$ cat config.mk
export PLATFORM = sky130hd
export DESIGN_NAME = alarm_sched
export DESIGN_NICKNAME = d
export VERILOG_FILES = /design/src/rtl/alarm_sched.sv
export SDC_FILE = /design/constraint.sdc
export NUM_CORES = 1
export LEC_CHECK = 0
export BUFFER_PORTS_ARGS = -buffer_cell sky130_fd_sc_hd__buf_4
export CAP_MARGIN = 20
export CORE_ASPECT_RATIO = 0.7
export CORE_UTILIZATION = 43
export DETAILED_ROUTE_END_ITERATION = 7
export PLACE_DENSITY_LB_ADDON = 0.2
export SLEW_MARGIN = 10
export SYNTH_ARGS = -nofsm -noshare
export SYNTH_HDL_FRONTEND = slang
export SYNTH_SLANG_ARGS = --single-unit
$ cat constraint.sdc
create_clock -name clk -period 9.2 [get_ports clk]
set_input_delay 0.46 -clock clk [delete_from_list [all_inputs] [get_ports clk]]
set_output_delay 0.46 -clock clk [all_outputs]
set_load 0.03 [all_outputs]
$ cat src/rtl/alarm_sched.sv
// alarm_sched: four-channel alarm scheduler sharing one 16-bit decrement/compare path.
// Define ALARM_SCHED_SNAP_EN to build the CLO->CHI snapshot registers for tear-free reads.
module alarm_sched #(
  parameter int NCH = 4
) (
  input  logic       clk,
  input  logic       rst_n,
  output logic [7:0] dbr,
  input  logic [7:0] dbw,
  input  logic [4:0] addr,
  input  logic       we,
  output logic       irq
);

  logic [15:0]    reload_q [NCH];
  logic [15:0]    reload_d [NCH];
  logic [15:0]    count_q  [NCH];
  logic [15:0]    count_d  [NCH];
  logic [NCH-1:0] en_q, en_d;
  logic [NCH-1:0] per_q, per_d;
  logic [NCH-1:0] pend_q, pend_d;
  logic [NCH-1:0] mask_q, mask_d;
  logic [1:0]     s_q;
  logic [7:0]     dbr_q, dbr_d;
  logic           irq_q, irq_d;
  logic [1:0]     ch_s;
  logic [2:0]     rsel_s;
  logic           svc_hit_s;
`ifdef ALARM_SCHED_SNAP_EN
  logic [7:0]     snap_q [NCH];
  logic [7:0]     snap_d [NCH];
`endif

  assign ch_s   = addr[4:3];
  assign rsel_s = addr[2:0];
  assign dbr    = dbr_q;
  assign irq    = irq_q;

  // Slot service, then bus write (a write to the serviced channel suppresses its slot), then read mux.
  always_comb begin
    reload_d = reload_q;
    count_d  = count_q;
    en_d     = en_q;
    per_d    = per_q;
    pend_d   = pend_q;
    mask_d   = mask_q;
    dbr_d    = dbr_q;
`ifdef ALARM_SCHED_SNAP_EN
    snap_d   = snap_q;
`endif
    svc_hit_s = we && (ch_s == s_q) && (rsel_s <= 3'd2);

    if (en_q[s_q] && !svc_hit_s) begin
      if (count_q[s_q] == 16'd0) begin
        pend_d[s_q] = 1'b1;
        if (per_q[s_q]) begin
          count_d[s_q] = reload_q[s_q];
        end else begin
          en_d[s_q] = 1'b0;
        end
      end else begin
        count_d[s_q] = count_q[s_q] - 16'd1;
      end
    end else begin
      count_d[s_q] = count_d[s_q];
    end

    if (we) begin
      case (rsel_s)
        3'd0: reload_d[ch_s][7:0]  = dbw;
        3'd1: reload_d[ch_s][15:8] = dbw;
        3'd2: begin
          if (dbw[7]) begin
            pend_d[ch_s] = 1'b0;
          end else begin
            pend_d[ch_s] = pend_d[ch_s];
          end
          per_d[ch_s] = dbw[1];
          en_d[ch_s]  = dbw[0];
          // Only a 0->1 enable edge reloads; disabling parks the count at zero.
          if (!dbw[0]) begin
            count_d[ch_s] = 16'd0;
          end else if (!en_q[ch_s]) begin
            count_d[ch_s] = reload_q[ch_s];
          end else begin
            count_d[ch_s] = count_q[ch_s];
          end
        end
        3'd5: mask_d = dbw[7:4];
        default: mask_d = mask_d;
      endcase
    end else begin
      case (rsel_s)
        3'd0: dbr_d = reload_q[ch_s][7:0];
        3'd1: dbr_d = reload_q[ch_s][15:8];
        3'd2: dbr_d = {pend_q[ch_s], 5'b00000, per_q[ch_s], en_q[ch_s]};
        3'd3: begin
          dbr_d = count_q[ch_s][7:0];
`ifdef ALARM_SCHED_SNAP_EN
          snap_d[ch_s] = count_q[ch_s][15:8];
`endif
        end
`ifdef ALARM_SCHED_SNAP_EN
        3'd4: dbr_d = snap_q[ch_s];
`else
        3'd4: dbr_d = count_q[ch_s][15:8];
`endif
        3'd5: dbr_d = {mask_q, pend_q};
        default: dbr_d = 8'h00;
      endcase
    end

    irq_d = |(pend_q & mask_q);
  end

  // State registers; reset aborts every channel immediately.
  always_ff @(posedge clk or negedge rst_n) begin
    if (!rst_n) begin
      for (int c = 0; c < NCH; c++) begin
        reload_q[c] <= 16'd0;
        count_q[c]  <= 16'd0;
`ifdef ALARM_SCHED_SNAP_EN
        snap_q[c]   <= 8'd0;
`endif
      end
      en_q   <= '0;
      per_q  <= '0;
      pend_q <= '0;
      mask_q <= '0;
      s_q    <= 2'd0;
      dbr_q  <= 8'h00;
      irq_q  <= 1'b0;
    end else begin
      reload_q <= reload_d;
      count_q  <= count_d;
`ifdef ALARM_SCHED_SNAP_EN
      snap_q   <= snap_d;
`endif
      en_q   <= en_d;
      per_q  <= per_d;
      pend_q <= pend_d;
      mask_q <= mask_d;
      s_q    <= s_q + 2'd1;
      dbr_q  <= dbr_d;
      irq_q  <= irq_d;
    end
  end

endmodule

==> summary.txt <==
Status
  – Status: finished clean

Setup path
  – Cell Chain, Critical Path: buf_4 > mux4_2 > inv_1 > ha_1 > inv_1 > nor4_1 > nand4_1 > buf_4 > nor2_1 > a2111oi_0 > a211o_1
  – Worst path max stage delay: around 0.84 ns
  – Startpoint types: register
  – Crit path capture type: register
  – WP data arrival: about 4.7 ns
  – Slowest CP cell: nor2_1
  – Peak fanout along the critical path: 44
  – CP required: roughly 9.5 ns
  – Setup CP Type: register to register

Clock tree
  – PostCTS Resize Cnt: 0
  – CTS Sinks: approximately 160
  – Worst-Skew Late Latency: 0.45 ns
  – Hold buffers post-CTS: 0
  – Post-CTS setup buffers: 0
  – CTS tree: done
  – CTS Buf Count: 17
  – Max Root-Sink Buffers: 2
  – Number of H-tree levels: 4
  – CTS clk-pin slew, worst paths: 0.07 ns
  – CTS root buf: clkbuf_16

Min path
  – Hold Crit Class: primary input to asynchronous set/reset pin

Place
  – IO buf count: 24
  – Global placement routability congestion: 0.9737
  – Post-Place Worst Slack: between 4 and 5 ns
  – DPL Wire Length: 24.95 mm

Floorplan
  – Chip Height: 134.3 um
  – Core Area: around 0.024 sq mm
  – Starting density of the core: 44.67%
  – Die W: 190.9 um
  – Site Rows: between 40 and 50
  – IO Pins: 25
  – Die Area: roughly 0.026 sq mm

Yosys
  – Post-synthesis compound-gate area fraction: 17.00%
  – Most used flip-flop cell after synthesis: dfrtp_1
  – Syn avg cell area: ~11 sq um
  – Mapped cell area: around 0.011 sq mm
  – Post-synthesis xor/xnor area fraction: less than 1%
  – Post-synth cell types: between 60 and 70
  – Post-synthesis sequential area ratio: between 30 and 40%
  – Largest family of logic cells by synthesized area: multiplexers
  – Simple-gate share of the synthesized area: roughly an eighth
  – Yosys reg bits: 155
  – Synth Instances: slightly above 1000
  – Post-synthesis adder-cell area fraction: less than 1%
  – FFs w/ async S/R, synth: 100.0%
  – Post-Syn Nets: ~1000
  – Number of synthesis warnings: 0
  – EDFF count, synth: 0
  – Post-synthesis mux area share: 29.52%

Final layout
  – Area grow syn2layout: 8.280%
  – Layout cells sized above 1: 24.46%
  – Commonest non-fill, non-tap cell in the layout: dfrtp_1
  – Commonest non-fill, non-tap cells in the layout: dfrtp_1, nand2_1, mux2_2, mux4_2, o21ai_0
  – Fill cells: approximately 2200
  – NumNets Final: ~1000

STA
  – Setup TNS: 0 ns
  – Clock period minus worst slack: roughly 4.3 ns
  – Slew Limit Fails: 0
  – Max_slew headroom: between 20% and 30%
  – Worst Max-Slew Pin Slew: 1.086 ns
  – Max Clock Freq: approximately 230 MHz
  – Hold Vio Cnt, Final: 0
  – Worst Skew: roughly 0.011 ns
  – Final worst slack: ~4.9 ns
  – # setup viols final: 0
  – RSZ-0062 raised after global routing: false
  – Final Cycle Share: between 40% and 50%

Power
  – Sequential power share: between 30 and 40%
  – Final Power: ~2.8 mW
  – Clk pwr share: 24.7%
  – Logic pwr share: 38.1%
  – Switching Fraction: 38.29%
  – Maximum vdd drop: about 0.00017 V
  – Int Pwr: about 1.7 mW
  – LEAKAGE: 4.761 nW
  – Switch Pwr: 1.060 mW
  – Power per cell area: 237.9 mW/mm^2

Routing
  – Met2 wire length: approximately 15 mm
  – Met1 Wirelength: approximately 17 mm
  – Routed Wire Length: approximately 37 mm
  – DRT antenna net count: 0
  – Drt wl/cell: approximately 28 um
  – First-pass DRT Iterations: 6
  – Via count of the routed design: approximately 9200
  – Met3 WL: 4.766 mm
  – Top layer reached by signal wires: met4
  – DRC marker count from the first detailed-route iteration: roughly 1300
  – Vias per inst: 6.904
  – Residual DRC count: 0

GRT
  – Antenna violations before repair: 0
  – Global-route wire length before repair: between 50 and 60 mm
  – Vias in the first global route: 8750
  – Largest net degree at the start of global routing: 98
  – Grt ovf: 0
  – Gr usage total: a little under a third

Run
  – MaxCap Viol Count: 0
[power by group through the flow]
stage	registers [mW]	logic, mW	clock network, mW
6_report	1.03	1.06	0.684
5_1_grt	1.05	1.13	0.723
4_1_cts	1.02	1.03	0.693
2_1_floorplan	0.994	0.759	0
3_3_place_gp	1.02	1.01	0
3_5_place_dp	1.03	1.02	0
[cell families after synthesis]
logic type / after synthesis
adders and majority gates: 6
xor gates and xnor gates: 10
and+or+nand+nor: 261
muxes: 217
AOI/OAI and AO/OA: 271
buffers and inverters: 100
DFF: 155
[routing by layer]
metal | vias to the layer above | GRT usage, %
met4 | 0 | 10.36
met3 | 64 | 11.64
met5 | - | 0
met2 | 604 | 39.39
li1 | 3868 | -
met1 | 4639 | 45.28
[state kept, by name, summed over array words and instances, names as in the netlist]
name	flops
mask_q	4
reload_q	64
count_q	64
en_q	4
per_q	4
pend_q	4
s_q	2
irq	1
dbr	8
[worst max-delay path: cells and delay by family, from the launching register on]
family	cells	cell delay [ns]
AOI/OAI and AO/OA	2	0.44
adders and majority gates	1	0.14
buffers and inverters	4	1.13
DFF	1	0.34
muxes	1	0.69
and+or+nand+nor	3	1.42
[metrics by stage]
| stage | hold slack (ns) | cell area [sq um] | utilization (%) | cells |
|---|---|---|---|---|
| floorplan | 0.1644 | 10740 | - | 1020 |
| global placement | 0.4715 | 11090 | 46.12 | 1296 |
| detailed placement | 0.4797 | 11090 | 46.12 | 1296 |
| CTS | 0.1598 | 11630 | 48.36 | 1328 |
| global route | 0.1861 | 11630 | 48.36 | 1328 |
| finish | 0.09783 | 11630 | 48.37 | 1329 |
[synthesized netlist by cell type (7+ instances only)]
| library cell | instances | area (sq um) |
|---|---|---|
| nand2_1 | 114 | 427.9 |
| a211oi_1 | 31 | 232.7 |
| nand3_1 | 10 | 50.05 |
| clkbuf_1 | 48 | 180.2 |
| o21ai_0 | 59 | 295.3 |
| buf_2 | 12 | 60.06 |
| a22oi_1 | 16 | 120.1 |
| a31oi_1 | 9 | 56.30 |
| a211o_1 | 9 | 78.83 |
| inv_1 | 15 | 56.30 |
| mux4_2 | 71 | 1599 |
| o22a_1 | 15 | 131.4 |
| buf_1 | 15 | 56.30 |
| o22ai_1 | 14 | 87.58 |
| or3_1 | 7 | 43.79 |
| nor2b_1 | 19 | 118.9 |
| o21ai_1 | 17 | 85.08 |
| and3_1 | 12 | 75.07 |
| o211ai_1 | 11 | 82.58 |
| nor3_1 | 21 | 105.1 |
| mux2_2 | 89 | 1002 |
| mux2i_1 | 57 | 570.6 |
| a21oi_1 | 38 | 190.2 |
| nor2_1 | 46 | 172.7 |
| dfrtp_1 | 155 | 3879 |
| o31ai_1 | 8 | 60.06 |
[cell type report]
| cell class | instances | area (sq um) | share of cell area, % |
|---|---|---|---|
| Clock buffer | 21 | 440.4 | 3.786 |
| Antenna cell | 1 | 2.502 | 0.02151 |
| Sequential cell | 155 | 3881 | 33.36 |
| Inverter | 18 | 67.56 | 0.5808 |
| Timing Repair Buffer | 40 | 304.0 | 2.613 |
| Tap cell | 318 | 397.9 | 3.420 |
| Multi-Input combinational cell | 765 | 6442 | 55.38 |
| Clock inverter | 11 | 97.59 | 0.8389 |
[path summary, 6_finish.rpt]
| path | start | end | slack (ns) | cells past startpoint |
|---|---|---|---|---|
| setup / recovery | s_q[0] | count_q[55] | 4.88 | 11 |
| hold / removal | rst_n | count_q[54] | 0.1 | 1 |
| setup reg to reg | s_q[0] | count_q[55] | 4.88 | 11 |
| hold reg to reg | dbr[3] | dbr[3] | 0.49 | 2 |
| max in group asynchronous | rst_n | s_q[0] | 7.69 | 2 |
| min in group clk | dbw[2] | reload_q[58] | 0.32 | 2 |
(Power assumes the default switching activity.)
